`src/rtl/spi_cfg_master.sv`:
```
// SPI master for the simpleFE configuration port.
// Sends 16-bit write / 24-bit read frames and returns the MISO bits.
module spi_cfg_master #(
  parameter int CLK_DIV  = 4,
  parameter int CS_SETUP = 2,
  parameter int CS_HOLD  = 2,
  parameter int CS_IDLE  = 2
) (
  input  logic        clk,
  input  logic        rst_n,
  input  logic        cmd_valid,
  output logic        cmd_ready,
  input  logic        cmd_wr,
  input  logic [1:0]  cmd_addr,
  input  logic [7:0]  cmd_data,
  output logic        rsp_valid,
  output logic [23:0] rsp_data,
  output logic        busy,
  output logic        spi_ncs,
  output logic        spi_clk,
  output logic        spi_mosi,
  input  logic        spi_miso
);

  localparam logic [2:0] S_IDLE  = 3'd0;
  localparam logic [2:0] S_SETUP = 3'd1;
  localparam logic [2:0] S_LOW   = 3'd2;
  localparam logic [2:0] S_HIGH  = 3'd3;
  localparam logic [2:0] S_HOLD  = 3'd4;
  localparam logic [2:0] S_GAP   = 3'd5;

  localparam logic [15:0] DIV_M1   = 16'(CLK_DIV - 1);
  localparam logic [15:0] SETUP_M1 = 16'(CS_SETUP - 1);
  localparam logic [15:0] HOLD_M1  = 16'(CS_HOLD - 1);
  localparam logic [15:0] IDLE_M1  = 16'(CS_IDLE - 1);

  logic [2:0]  state;
  logic [15:0] cnt;
  logic [4:0]  bits;
  logic [23:0] tx;
  logic [23:0] rx;
  logic        cnt_zero;
  logic        gap_done;
  logic        accept;

  assign cnt_zero  = (cnt == 16'd0);
  // Ready on the last gap cycle so the ncs high gap is exactly CS_IDLE.
  assign gap_done  = (state == S_GAP) && cnt_zero;
  assign cmd_ready = (state == S_IDLE) || gap_done;
  assign busy      = !cmd_ready;
  assign accept    = cmd_valid && cmd_ready;

  always_ff @(posedge clk or negedge rst_n) begin
    if (!rst_n) begin
      state     <= S_IDLE;
      cnt       <= '0;
      bits      <= '0;
      tx        <= '0;
      rx        <= '0;
      spi_ncs   <= 1'b1;
      spi_clk   <= 1'b1;
      spi_mosi  <= 1'b0;
      rsp_valid <= 1'b0;
      rsp_data  <= '0;
    end else begin
      rsp_valid <= 1'b0;
      if (accept) begin
        state   <= S_SETUP;
        cnt     <= SETUP_M1;
        rx      <= '0;
        spi_ncs <= 1'b0;
        if (cmd_wr) begin
          bits <= 5'd16;
          tx   <= {1'b1, cmd_addr, 5'b0, cmd_data, 8'b0};
        end else begin
          bits <= 5'd24;
          tx   <= {1'b0, cmd_addr, 21'b0};
        end
      end else begin
        case (state)
          S_SETUP, S_HIGH: begin
            if (!cnt_zero) begin
              cnt <= cnt - 16'd1;
            end else if (state == S_SETUP || bits != 5'd0) begin
              spi_clk  <= 1'b0;
              spi_mosi <= tx[23];
              tx       <= {tx[22:0], 1'b0};
              rx       <= {rx[22:0], spi_miso};
              bits     <= bits - 5'd1;
              cnt      <= DIV_M1;
              state    <= S_LOW;
            end else begin
              cnt   <= HOLD_M1;
              state <= S_HOLD;
            end
          end
          S_LOW: begin
            if (!cnt_zero) begin
              cnt <= cnt - 16'd1;
            end else begin
              spi_clk <= 1'b1;
              cnt     <= DIV_M1;
              state   <= S_HIGH;
            end
          end
          S_HOLD: begin
            if (!cnt_zero) begin
              cnt <= cnt - 16'd1;
            end else begin
              spi_ncs   <= 1'b1;
              spi_mosi  <= 1'b0;
              rsp_data  <= rx;
              rsp_valid <= 1'b1;
              cnt       <= IDLE_M1;
              state     <= S_GAP;
            end
          end
          S_GAP: begin
            if (!cnt_zero) cnt <= cnt - 16'd1;
            else state <= S_IDLE;
          end
          S_IDLE: ;
          default: state <= S_IDLE;
        endcase
      end
    end
  end

endmodule

```
`config.mk`:
```
export PLATFORM = sky130hd
export DESIGN_NAME = spi_cfg_master
export DESIGN_NICKNAME = d
export VERILOG_FILES = /design/src/rtl/spi_cfg_master.sv
export SDC_FILE = /design/constraint.sdc
export NUM_CORES = 1
export LEC_CHECK = 0
export BUFFER_PORTS_ARGS = -buffer_cell sky130_fd_sc_hd__buf_2
export CAP_MARGIN = 20
export CORE_MARGIN = 3
export CORE_UTILIZATION = 60
export DETAILED_ROUTE_END_ITERATION = 8
export GPL_ROUTABILITY_DRIVEN = 1
export PLACE_DENSITY_LB_ADDON = 0.25
export SLEW_MARGIN = 20
export SYNTH_ARGS = -nofsm -noshare
export SYNTH_HDL_FRONTEND = slang
export SYNTH_SLANG_ARGS = --single-unit
```
`constraint.sdc`:
```
create_clock -name clk -period 4.7 [get_ports clk]
set_input_delay 0.235 -clock clk [delete_from_list [all_inputs] [get_ports clk]]
set_output_delay 0.235 -clock clk [all_outputs]
set_load 0.005 [all_outputs]
```
==> parameters.txt, run 1 <==
Parameter                              Value

Drt
  Vias after detailed routing ... 3349
  Violation count after the first detailed-route iteration ... 161
  Post-route DRC violation count ... 0
  Drt pass-1 iters ... 5
  Count of nets left with antenna violations after detail routing ... 0
  Routed wire per std cell ... 13.9 um
  Vias per cell ... 5.60
  Total wire length ... 8.31 mm

Clock tree
  Master cell of the clock root buffer ... sky130_fd_sc_hd__clkbuf_8
  Clock tree from TritonCTS ... done
  Count of clock tree sinks ... 92
  CTS max path bufs ... 2
  Clock-pin slew on the worst setup and hold paths ... 0.10 ns
  Clock latency on the worst-skew pair ... 0.37 ns
  Number of H-tree levels ... 3
  Number of buffers created by CTS ... 9

Setup path
  Startpoint Class ... flop
  Peak fanout along the critical path ... 25
  Endpoint class of the critical path ... flop
  Arrival time worst endpoint ... 3.63 ns
  Setup slack, reg-to-reg ... 1.37 ns
  Worst flop-to-flop path startpoint ... cnt[0]
  Worst R2R End ... rx[7]
  Worst EP required ... 5.00 ns
  Number of cells traversed by the worst register-to-register path ... 8
  Start-to-end type of the worst setup path ... reg -> reg

Synth
  Library cell occupying the most area in the post-synthesis netlist ... sky130_fd_sc_hd__dfrtp_1
  Top cells by area, synth ... sky130_fd_sc_hd__dfrtp_1 (52%), sky130_fd_sc_hd__nand2_1 (13%), sky130_fd_sc_hd__a21oi_1 (5.1%), sky130_fd_sc_hd__mux2i_1 (3.0%), sky130_fd_sc_hd__nor2_1 (1.8%)
  Distinct cell type count of the synthesized netlist ... 47
  Number of enable flip-flop cells after synthesis ... 0
  Netlist area before placement ... 0.00432 mm^2
  Area share of the leading cell type in the synthesized netlist ... 52.1%
  Post-synthesis net count ... 486
  Top_reg_cell synth ... sky130_fd_sc_hd__dfrtp_1
  Fraction of registers with async set or reset after synthesis ... 100%
  Synthesis Warnings ... 0
  Sequential area share after synthesis ... 53.4%
  Number of storage elements in the synthesis netlist ... 92
  Syn Inst Count ... 468
  Mapped Avg Cell Area ... 9.23 um^2

Floorplan
  Number of cell rows ... 30
  Die span in x ... 90.8 um
  Core box area ... 0.00687 mm^2
  Die height ... 90.8 um
  IO Count ... 45
  Initial Utilization ... 62.9%
  Die Footprint ... 0.00825 mm^2

STA
  Final setup skew ... 0.00822 ns
  Share of the cycle needed by the critical path after routing ... 70.9%
  Normalized max-slew margin ... 31.8%
  Number of pins exceeding their max-slew limit in the final report ... 0
  Setup repair after global routing missed its margin ... false
  Final setup fails ... 0
  Fin crit period ... 3.33 ns
  Worst Max-Slew Pin Slew ... 1.02 ns
  Highest clock rate ... 0.300 GHz
  Final count of hold timing violations ... 0
  Worst Slack Setup Final ... 1.37 ns
  Total negative setup slack ... 0 ns

GRT
  Vias in the first global route ... 3195
  Largest net degree at the start of global routing ... 55
  All-layer global routing usage ... 21.9%
  Grt ovf ... 0
  Global-route wire length before repair ... 14.8 mm
  Number of antenna violations at the first check in global routing ... 0

Power and ir drop
  Leakage dissipation ... 2.23 nW
  Power density over the cells ... 520 mW/mm^2
  Max rail drop VDD ... 276 uV

Final layout
  Share of final-layout standard cells stronger than drive strength 1 ... 16.9%
  Finished Cell Area ... 0.00474 mm^2
  Number of nets in the layout ... 515
  Total inserted antenna cells ... 0
  Commonest non-fill, non-tap cell in the layout ... sky130_fd_sc_hd__nand2_1
  Fillers ... 557
  Top library cells by usage in the layout, fill and taps aside ... sky130_fd_sc_hd__nand2_1 (153), sky130_fd_sc_hd__dfrtp_1 (90), sky130_fd_sc_hd__a21oi_1 (44)
  Post-layout instance count excluding filler cells ... 598
  Area growth from synthesis to final layout ... 9.85%

Placement
  Pre-CTS setup slack ... 1.47 ns
  Weighted congestion reported at the end of routability-driven placement ... 0.903
  Count of input and output buffers ... 44
  Placed cell areas ... 0.00452 mm^2
  Placed Cells incl. Taps ... 581
  HPWL after DPL ... 5.53 mm

Hold path
  Worst-case hold path end point ... tx[21]
  Hold crit path type ... in -> reg
  Startpoint of the lowest-slack hold path ... cmd_addr[0]
  Worst hold path depth ... 3

Status
  Run status ... completed

Job
  Number of max-capacitance violations reported ... 0
## state kept, by name (all words and copies together) (netlist names)
signal and cells:
state 3, spi_ncs 1, rsp_valid 1, spi_clk 1, tx 16, rsp_data 24
rx 24, bits 5, spi_mosi 1, cnt 16
## power by group
part	switching [W]	leakage, nW	internal, W
registers	0.000257	1.18	0.00106
clock network	0.000308	0.103	0.000259
logic	0.000313	0.956	0.000276
total	0.000878	2.23	0.00159
## cells by family after synthesis
family | after synthesis | share of synthesized area, %
AO/OA/AOI/OAI | 83 | 11.8
XOR/XNOR | 8 | 1.62
adder cells (fa/ha/maj) | 3 | 0.869
buffers and inverters | 36 | 4.46
flip-flops | 92 | 53.4
multiplexers | 13 | 3.01
AND/OR/NAND/NOR | 233 | 24.8
## worst max-delay path, stage by stage (launching register included)
cell	delay, ns
sky130_fd_sc_hd__dfrtp_1	0.44
sky130_fd_sc_hd__inv_1	0.10
sky130_fd_sc_hd__ha_1	0.15
sky130_fd_sc_hd__nor4b_1	0.46
sky130_fd_sc_hd__and4_1	0.63
sky130_fd_sc_hd__and2_1	0.89
sky130_fd_sc_hd__buf_4	0.36
sky130_fd_sc_hd__nand2_1	0.07
sky130_fd_sc_hd__a21oi_1	0.15
## layout make-up
cell class              count  area, um^2  share of cell area, %
repair buffers             48         255                   5.38
flip-flops and latches     92        2300                   48.6
clock buffers               9         124                   2.61
multi-input cells         340        1830                   38.5
well taps                  96         120                   2.53
clock inverters             7        92.6                   1.95
inverters                   6        22.5                  0.475
## metrics by stage
step	utilization [%]	hold WS (ns)	power (W)
5_1_grt	69.1	0.0713	0.00264
3_5_place_dp	65.7	0.244	0.00191
6_report	69.1	0.0723	0.00247
3_3_place_gp	65.7	0.241	0.00185
4_1_cts	69.0	0.0665	0.00248
2_1_floorplan	-	-0.0606	0.00173
## cell usage after synthesis (all sizes together), types with 2 or more instances
cell type	instances
a211oi	4
a21o	2
a21oi	44
a221oi	2
a32o	2
and2	2
and4	2
buf	19
clkbuf	11
dfrtp	90
dfstp	2
ha	3
inv	6
mux2i	13
nand2	154
nand2b	4
nand3	16
nand3b	2
nand4b	2
nor2	21
nor2b	4
nor3	3
nor4	3
nor4b	3
o21ai	19
o31ai	4
or2	4
or3	6
or4	5
xnor2	5
xor2	3
## repair_timing
action                    in CTS  in global routing
hold buffers                   1                  0
hold endpoints to repair      37                  0
buffers inserted               0                  0
resized for setup              0                  0
## layer usage
| layer | vias to the layer above | GRT usage, % | share of wire (%) |
|---|---|---|---|
| met5 | - | 0 | 0 |
| met4 | 0 | 8.42 | 1.8 |
| met3 | 15 | 3.83 | 4.5 |
| met2 | 82 | 34.7 | 49 |
| met1 | 1624 | 30.4 | 45 |
| li1 | 1628 | - | - |
## how the worst max path moves through the flow
| stage | start | endpoint | slack [ns] | cells past startpoint |
|---|---|---|---|---|
| floorplan | cnt[0] | tx[10] | 2.68 | 10 |
| global placement | cnt[0] | rx[16] | 1.65 | 8 |
| detailed placement | cnt[0] | rx[7] | 1.47 | 8 |
| CTS | cnt[0] | rx[7] | 1.40 | 8 |
| global route | cnt[0] | rx[2] | 0.95 | 8 |
| finish | cnt[0] | rx[7] | 1.37 | 8 |
Power figures use the tool's default switching activity.
==> run 2, diff against run 1 <==
--- a/config.mk
+++ b/config.mk
@@ -8,7 +8,7 @@
 export BUFFER_PORTS_ARGS = -buffer_cell sky130_fd_sc_hd__buf_2
 export CAP_MARGIN = 20
 export CORE_MARGIN = 3
-export CORE_UTILIZATION = 60
+export CORE_UTILIZATION = 59
 export DETAILED_ROUTE_END_ITERATION = 8
 export GPL_ROUTABILITY_DRIVEN = 1
 export PLACE_DENSITY_LB_ADDON = 0.25
==> constraint.sdc (replaced) <==
create_clock -name clk -period 3.3 [get_ports clk]
set_input_delay 0.165 -clock clk [delete_from_list [all_inputs] [get_ports clk]]
set_output_delay 0.165 -clock clk [all_outputs]
set_load 0.005 [all_outputs]
==> run 2 against run 1 <==
Compared with the run above:
- worst hold slack got worse by 0.058 ns
- sequential share of layout area decreased by 0.73 points
- final cell count increased by 1.0%
- sequential power increased by 42%
- via count decreased by 1.3%
==> parameters.txt, run 2 (same netlist as run 1, synthesis figures left out) <==
Parameter                              Value

Final layout
  Number of nets in the layout ... 521 (was 515)
  Total inserted antenna cells ... 0 (unchanged)
  Top library cells by usage in the layout, fill and taps aside ... sky130_fd_sc_hd__nand2_1 (154), sky130_fd_sc_hd__dfrtp_1 (90), sky130_fd_sc_hd__a21oi_1 (44) (was sky130_fd_sc_hd__nand2_1 (153), sky130_fd_sc_hd__dfrtp_1 (90), sky130_fd_sc_hd__a21oi_1 (44))
  Share of final-layout standard cells stronger than drive strength 1 ... 17.5% (was 16.9%)
  Area growth from synthesis to final layout ... 11.5% (was 9.85%)
  Commonest non-fill, non-tap cell in the layout ... sky130_fd_sc_hd__nand2_1 (unchanged)
  Largest registers ... rsp_data x24, rx x24 (unchanged)
  Fillers ... 558 (was 557)

STA
  Number of pins exceeding their max-slew limit in the final report ... 0 (unchanged)
  Final worst hold slack ... 0.0145 ns (was 0.0723 ns)
  Setup repair after global routing missed its margin ... false (unchanged)
  Final setup fails ... 0 (unchanged)
  Share of the cycle needed by the critical path after routing ... 78.4% (was 70.9%)
  Total negative setup slack ... 0 ns (unchanged)
  Fin crit period ... 2.59 ns (was 3.33 ns)
  Worst Max-Slew Pin Slew ... 0.685 ns (was 1.02 ns)
  Highest clock rate ... 0.386 GHz (was 0.300 GHz)
  Final setup skew ... 0.00865 ns (was 0.00822 ns)
  Normalized max-slew margin ... 54.3% (was 31.8%)
  Final count of hold timing violations ... 0 (unchanged)

Drt
  Violation count after the first detailed-route iteration ... 191 (was 161)
  Vias per cell ... 5.47 (was 5.60)
  Vias after detailed routing ... 3305 (was 3349)
  Total wire length ... 8.21 mm (was 8.31 mm)
  Count of nets left with antenna violations after detail routing ... 0 (unchanged)
  Drt pass-1 iters ... 5 (unchanged)
  Routed wire per std cell ... 13.6 um (was 13.9 um)
  Post-route DRC violation count ... 0 (unchanged)

Setup path
  Launch point of the critical path ... cnt[0] (unchanged)
  Worst flop-to-flop path startpoint ... cnt[0] (unchanged)
  Peak fanout along the critical path ... 25 (unchanged)
  Number of cells traversed by the worst register-to-register path ... 9 (was 8)
  Critical Path Max Stage Delay ... 0.60 ns (was 0.89 ns)
  Arrival time worst endpoint ... 2.88 ns (was 3.63 ns)
  Cell chain of the critical path ... inv_1, ha_1, nor4b_1, and4_1, buf_4, a32o_2, buf_4, nand3_1, o21ai_2 (was inv_1, ha_1, nor4b_1, and4_1, and2_1, buf_4, nand2_1, a21oi_1)
  Startpoint Class ... flop (unchanged)
  Start-to-end type of the worst setup path ... reg -> reg (unchanged)
  Endpoint class of the critical path ... flop (unchanged)
  Worst EP required ... 3.59 ns (was 5.00 ns)
  CP max stage cell ... sky130_fd_sc_hd__a32o_2 (was sky130_fd_sc_hd__and2_1)
  Most common cell type on the critical path ... sky130_fd_sc_hd__buf_4

Clock tree
  Master cell of the clock root buffer ... sky130_fd_sc_hd__clkbuf_8 (unchanged)
  Number of H-tree levels ... 3 (unchanged)
  Clock-pin slew on the worst setup and hold paths ... 0.09 ns (was 0.10 ns)
  Number of buffers created by CTS ... 9 (unchanged)
  CTS max path bufs ... 2 (unchanged)
  Clock latency on the worst-skew pair ... 0.36 ns (was 0.37 ns)
  Clock tree from TritonCTS ... done (unchanged)
  Count of clock tree sinks ... 92 (unchanged)

Floorplan
  Die Footprint ... 0.00838 mm^2 (was 0.00825 mm^2)
  Initial Utilization ... 62.2% (was 62.9%)
  Core box area ... 0.00694 mm^2 (was 0.00687 mm^2)
  Number of cell rows ... 30 (unchanged)
  Die height ... 91.6 um (was 90.8 um)
  Die span in x ... 91.6 um (was 90.8 um)
  IO Count ... 45 (unchanged)

Power and ir drop
  Power density over the cells ... 739 mW/mm^2 (was 520 mW/mm^2)
  Max rail drop VDD ... 393 uV (was 276 uV)
  Leakage dissipation ... 2.28 nW (was 2.23 nW)

Job
  Number of max-capacitance violations reported ... 0 (unchanged)

Status
  Run status ... completed (unchanged)

Hold path
  Worst hold path depth ... 3 (unchanged)
  Startpoint of the lowest-slack hold path ... cmd_addr[1] (was cmd_addr[0])
  Hold crit path type ... in -> reg (unchanged)

GRT
  All-layer global routing usage ... 20.6% (was 21.9%)
  Number of antenna violations at the first check in global routing ... 0 (unchanged)
  Grt ovf ... 0 (unchanged)
  Global-route wire length before repair ... 14.2 mm (was 14.8 mm)
  Vias in the first global route ... 3207 (was 3195)
  Largest net degree at the start of global routing ... 39 (was 55)

Placement
  Weighted congestion reported at the end of routability-driven placement ... 0.832 (was 0.903)
  HPWL after DPL ... 5.37 mm (was 5.53 mm)
  Count of input and output buffers ... 44 (unchanged)
-- run 2: where the power goes --
group          switching (W)  internal (W)  total [W]
logic               0.000439      0.000398   0.000837
clock network       0.000406      0.000454   0.000860
registers           0.000359       0.00150    0.00186
total                0.00120       0.00236    0.00356
-- run 2: layout make-up --
type / count / area [um^2] / share of cell area, %
Clock buffer: 10 / 138 / 2.86
Clock inverter: 6 / 93.8 / 1.95
Inverter: 6 / 22.5 / 0.468
Multi-Input combinational cell: 340 / 1820 / 37.8
Sequential cell: 92 / 2300 / 47.8
Tap cell: 96 / 120 / 2.49
Timing Repair Buffer: 54 / 315 / 6.55
-- run 2: per-stage QoR --
stage / cell area (um^2) / power, W / utilization [%] / setup WS, ns / std cells
final: 4820 / 0.00356 / 69.4 / 0.712 / 604
after floorplan: 4320 / 0.00246 / - / 1.28 / 468
after detailed placement: 4570 / 0.00271 / 65.7 / 0.736 / 586
after CTS: 4820 / 0.00358 / 69.4 / 0.698 / 604
after global routing: 4820 / 0.00381 / 69.4 / 0.390 / 604
after global placement: 4570 / 0.00265 / 65.7 / 0.792 / 586
-- run 2: critical path: cells and delay by family (launching register included) --
| family | cells | cell delay, ns |
|---|---|---|
| AOI/OAI and AO/OA | 2 | 0.66 |
| adders and majority gates | 1 | 0.13 |
| and+or+nand+nor | 3 | 0.70 |
| buffers and inverters | 3 | 0.56 |
| DFF | 1 | 0.44 |
-- run 2: per-layer routing --
layer  up-vias  global-route usage (%)  wire [um]
li1       1641                       -          -
met4         0                    6.03         76
met1      1581                    26.7       3710
met2        79                    34.3       4020
met5         -                       0          0
met3         4                    5.30        408
-- run 2: timing repair --
action | 4_1_cts | 5_1_grt
hold buffers | 2 | 0
endpoints found under the hold margin | 33 | 0
resized for setup | 0 | 0
buffers inserted | 0 | 0
-- run 2: path summary, 6_finish.rpt --
kind                                     end  slack [ns]
worst max register to register         tx[9]        0.71
worst max-delay path                   tx[9]        0.71
min in group asynchronous             cnt[3]        0.27
max in group asynchronous            spi_ncs        2.20
worst min register to register  rsp_data[12]        0.47
worst min-delay path                  tx[22]        0.01
==> run 3, diff against run 2 <==
--- a/config.mk
+++ b/config.mk
@@ -8,7 +8,7 @@
 export BUFFER_PORTS_ARGS = -buffer_cell sky130_fd_sc_hd__buf_2
 export CAP_MARGIN = 20
 export CORE_MARGIN = 3
-export CORE_UTILIZATION = 59
+export CORE_UTILIZATION = 53
 export DETAILED_ROUTE_END_ITERATION = 8
 export GPL_ROUTABILITY_DRIVEN = 1
 export PLACE_DENSITY_LB_ADDON = 0.25
==> constraint.sdc (replaced) <==
create_clock -name clk -period 2.27 [get_ports clk]
set_input_delay 0.1135 -clock clk [delete_from_list [all_inputs] [get_ports clk]]
set_output_delay 0.1135 -clock clk [all_outputs]
set_load 0.005 [all_outputs]
==> run 3 against run 2 <==
Compared with the run above:
- sequential cell count unchanged
- clock power up 35%
- non-clock buffer count up 23
- combinational power up 66%
- design area up 5.2%
- critical endpoint is now tx[11]
- largest cell class unchanged
- highest routed layer unchanged
==> parameters.txt, run 3 (same netlist as run 1, synthesis figures left out) <==
Parameter                              Value

Status
  Run status ... completed (unchanged)

Clock tree
  Clock-pin slew on the worst setup and hold paths ... 0.10 ns (was 0.09 ns)
  Clock latency on the worst-skew pair ... 0.36 ns (about the same)
  Clock tree from TritonCTS ... done (unchanged)
  Master cell of the clock root buffer ... sky130_fd_sc_hd__clkbuf_8 (unchanged)
  Number of H-tree levels ... 3 (unchanged)
  Count of clock tree sinks ... 92 (unchanged)
  CTS max path bufs ... 2 (unchanged)
  Number of buffers created by CTS ... 9 (unchanged)

GRT
  Grt ovf ... 0 (unchanged)
  Largest net degree at the start of global routing ... 47 (was 39)
  All-layer global routing usage ... 20.0% (was 20.6%)
  Vias in the first global route ... 3132 (was 3207)
  Number of antenna violations at the first check in global routing ... 0 (unchanged)
  Global-route wire length before repair ... 14.6 mm (was 14.2 mm)

Drt
  Vias after detailed routing ... 3415 (was 3305)
  Drt pass-1 iters ... 4 (was 5)
  Violation count after the first detailed-route iteration ... 184 (was 191)
  Routed wire per std cell ... 13.6 um (about the same)
  Post-route DRC violation count ... 0 (unchanged)
  Vias per cell ... 5.39 (was 5.47)
  Count of nets left with antenna violations after detail routing ... 0 (unchanged)
  Total wire length ... 8.63 mm (was 8.21 mm)

Final layout
  Total inserted antenna cells ... 0 (unchanged)
  Area growth from synthesis to final layout ... 17.3% (was 11.5%)
  Finished Cell Area ... 0.00507 mm^2 (was 0.00482 mm^2)
  Commonest non-fill, non-tap cell in the layout ... sky130_fd_sc_hd__nand2_1 (unchanged)
  Largest registers ... rsp_data x24, rx x24 (unchanged)
  Top library cells by usage in the layout, fill and taps aside ... sky130_fd_sc_hd__nand2_1 (154), sky130_fd_sc_hd__dfrtp_1 (90), sky130_fd_sc_hd__a21oi_1 (44) (unchanged)
  Share of final-layout standard cells stronger than drive strength 1 ... 20.3% (was 17.5%)
  Post-layout instance count excluding filler cells ... 633 (was 604)
  Number of nets in the layout ... 544 (was 521)

STA
  Share of the cycle needed by the critical path after routing ... 94.1% (was 78.4%)
  Number of pins exceeding their max-slew limit in the final report ... 0 (unchanged)
  Worst Max-Slew Pin Slew ... 0.589 ns (was 0.685 ns)
  Fin crit period ... 2.14 ns (was 2.59 ns)
  Setup repair after global routing missed its margin ... false (unchanged)
  Final setup skew ... 0.0126 ns (was 0.00865 ns)
  Normalized max-slew margin ... 60.7% (was 54.3%)
  Final count of hold timing violations ... 0 (unchanged)
  Total negative setup slack ... 0 ns (unchanged)
  Highest clock rate ... 0.468 GHz (was 0.386 GHz)
  Final setup fails ... 0 (unchanged)
  Worst Slack Setup Final ... 0.133 ns (was 0.712 ns)
  Final worst hold slack ... 0.00971 ns (was 0.0145 ns)

Floorplan
  Core box area ... 0.00781 mm^2 (was 0.00694 mm^2)
  IO Count ... 45 (unchanged)
  Initial Utilization ... 55.3% (was 62.2%)
  Die Footprint ... 0.00927 mm^2 (was 0.00838 mm^2)
  Number of cell rows ... 32 (was 30)
  Die height ... 96.3 um (was 91.6 um)
  Die span in x ... 96.3 um (was 91.6 um)

Setup path
  Endpoint class of the critical path ... flop (unchanged)
  Largest delay contributor family on the critical path ... simple AND/OR/NAND/NOR gates (unchanged)
  Arrival time worst endpoint ... 2.38 ns (was 2.88 ns)
  Number of cells traversed by the worst register-to-register path ... 7 (was 9)
  CP max stage cell ... sky130_fd_sc_hd__dfrtp_1 (was sky130_fd_sc_hd__a32o_2)
  Worst flop-to-flop path startpoint ... cnt[7] (was cnt[0])
  Startpoint Class ... flop (unchanged)
  Setup slack, reg-to-reg ... 0.13 ns (was 0.71 ns)
  Worst R2R End ... tx[11] (was tx[9])
  Buffer and inverter count on the worst path ... 2 (was 3)
  Peak fanout along the critical path ... 41 (was 25)
  Start-to-end type of the worst setup path ... reg -> reg (unchanged)
  Cell chain of the critical path ... nor4_4, and4_4, buf_4, and2_2, buf_12, mux2i_1, o21ai_2 (was inv_1, ha_1, nor4b_1, and4_1, buf_4, a32o_2, buf_4, nand3_1, o21ai_2)
  Worst EP required ... 2.51 ns (was 3.59 ns)
  Critical Path Max Stage Delay ... 0.47 ns (was 0.60 ns)

Power and ir drop
  Reported net switching power ... 0.00183 W (was 0.00120 W)
  Part of the power in registers ... 51.2% (was 52.3%)
  Share of power burned in combinational logic ... 26.7% (was 23.5%)
  Pint ... 0.00340 W (was 0.00236 W)
  Leakage dissipation ... 2.40 nW (was 2.28 nW)
  Power density over the cells ... 1030 mW/mm^2 (was 739 mW/mm^2)
  Max rail drop VDD ... 483 uV (was 393 uV)
  Clock group share of total power ... 22.1% (was 24.2%)
  Switching share of total power ... 35.0% (was 33.8%)

Hold path
  Worst hold path depth ... 3 (unchanged)
  Startpoint of the lowest-slack hold path ... cmd_data[6] (was cmd_addr[1])
  Worst-case hold path end point ... tx[14] (was tx[22])
  Hold crit path type ... in -> reg (unchanged)

Placement
  Pre-CTS setup slack ... 0.0200 ns (was 0.736 ns)
  Placed Cells incl. Taps ... 603 (was 586)
  Count of input and output buffers ... 44 (unchanged)
  Placed cell areas ... 0.00471 mm^2 (was 0.00457 mm^2)
  Weighted congestion reported at the end of routability-driven placement ... 0.835 (was 0.832)
  HPWL after DPL ... 5.74 mm (was 5.37 mm)

Job
  Number of max-capacitance violations reported ... 0 (unchanged)
-- run 3: changes by cell type in the layout (fill, tap and decap cells not counted), sizes merged --
| cell | change |
|---|---|
| buf | +16 |
| dlygate4sd3 | +7 |
| inv | +2 |
| bufinv | -1 |
| clkbuf | -1 |
| clkinv | +1 |
| clkinvlp | -1 |
-- run 3: how the worst max path moves through the flow --
stage	startpoint	endpoint	slack [ns]	cells past startpoint
after global routing	cnt[1]	busy	0.009	9
after detailed placement	cnt[0]	tx[9]	0.02	8
final	cnt[7]	tx[11]	0.13	7
after floorplan	cnt[0]	tx[10]	0.25	10
after global placement	cnt[1]	tx[14]	0.14	8
after CTS	cnt[0]	busy	0.03	9
-- run 3: metrics by stage --
step,total power (W),util [%]
global route,0.00560,64.9
detailed placement,0.00401,60.3
CTS,0.00520,64.3
global placement,0.00393,60.3
floorplan,0.00358,-
finish,0.00522,64.9
-- run 3: area by class of cell --
type / instances / area [um^2]
tap: 102 / 128
clock inverter: 7 / 87.6
clock buffer: 9 / 124
multi-input combinational: 340 / 1840
inverter: 6 / 22.5
fill: 660 / 2740
timing repair buffer: 77 / 559
sequential: 92 / 2300
-- run 3: power groups by stage --
stage                     Combinational (W)  Sequential, W  Clock, W
after CTS                           0.00135        0.00266   0.00119
after detailed placement            0.00133        0.00268         0
after global routing                0.00159        0.00275   0.00126
after floorplan                     0.00102        0.00256         0
after global placement              0.00127        0.00266         0
final                               0.00139        0.00267   0.00116
-- run 3: routing by layer --
| metal | track usage [%] | part of all wire [%] | vias up |
|---|---|---|---|
| met1 | 28.5 | 48 | 1641 |
| met3 | 3.36 | 3.6 | 7 |
| met5 | 0 | 0 | - |
| met2 | 31.8 | 48 | 67 |
| met4 | 5.33 | 0.83 | 0 |
| li1 | - | - | 1700 |
-- run 3: what timing repair did --
item,4_1_cts,5_1_grt
setup endpoints to repair,3,2
gates resized for setup,3,2
setup buffers,0,5
endpoints found under the hold margin,50,0
hold buffers,9,0
pin swaps,1,3
-- run 3: tightest hold or removal path: cells and delay by family --
kind            cells  cell delay, ns
buf+inv             1            0.08
compound gates      1            0.06
simple gates        1            0.08
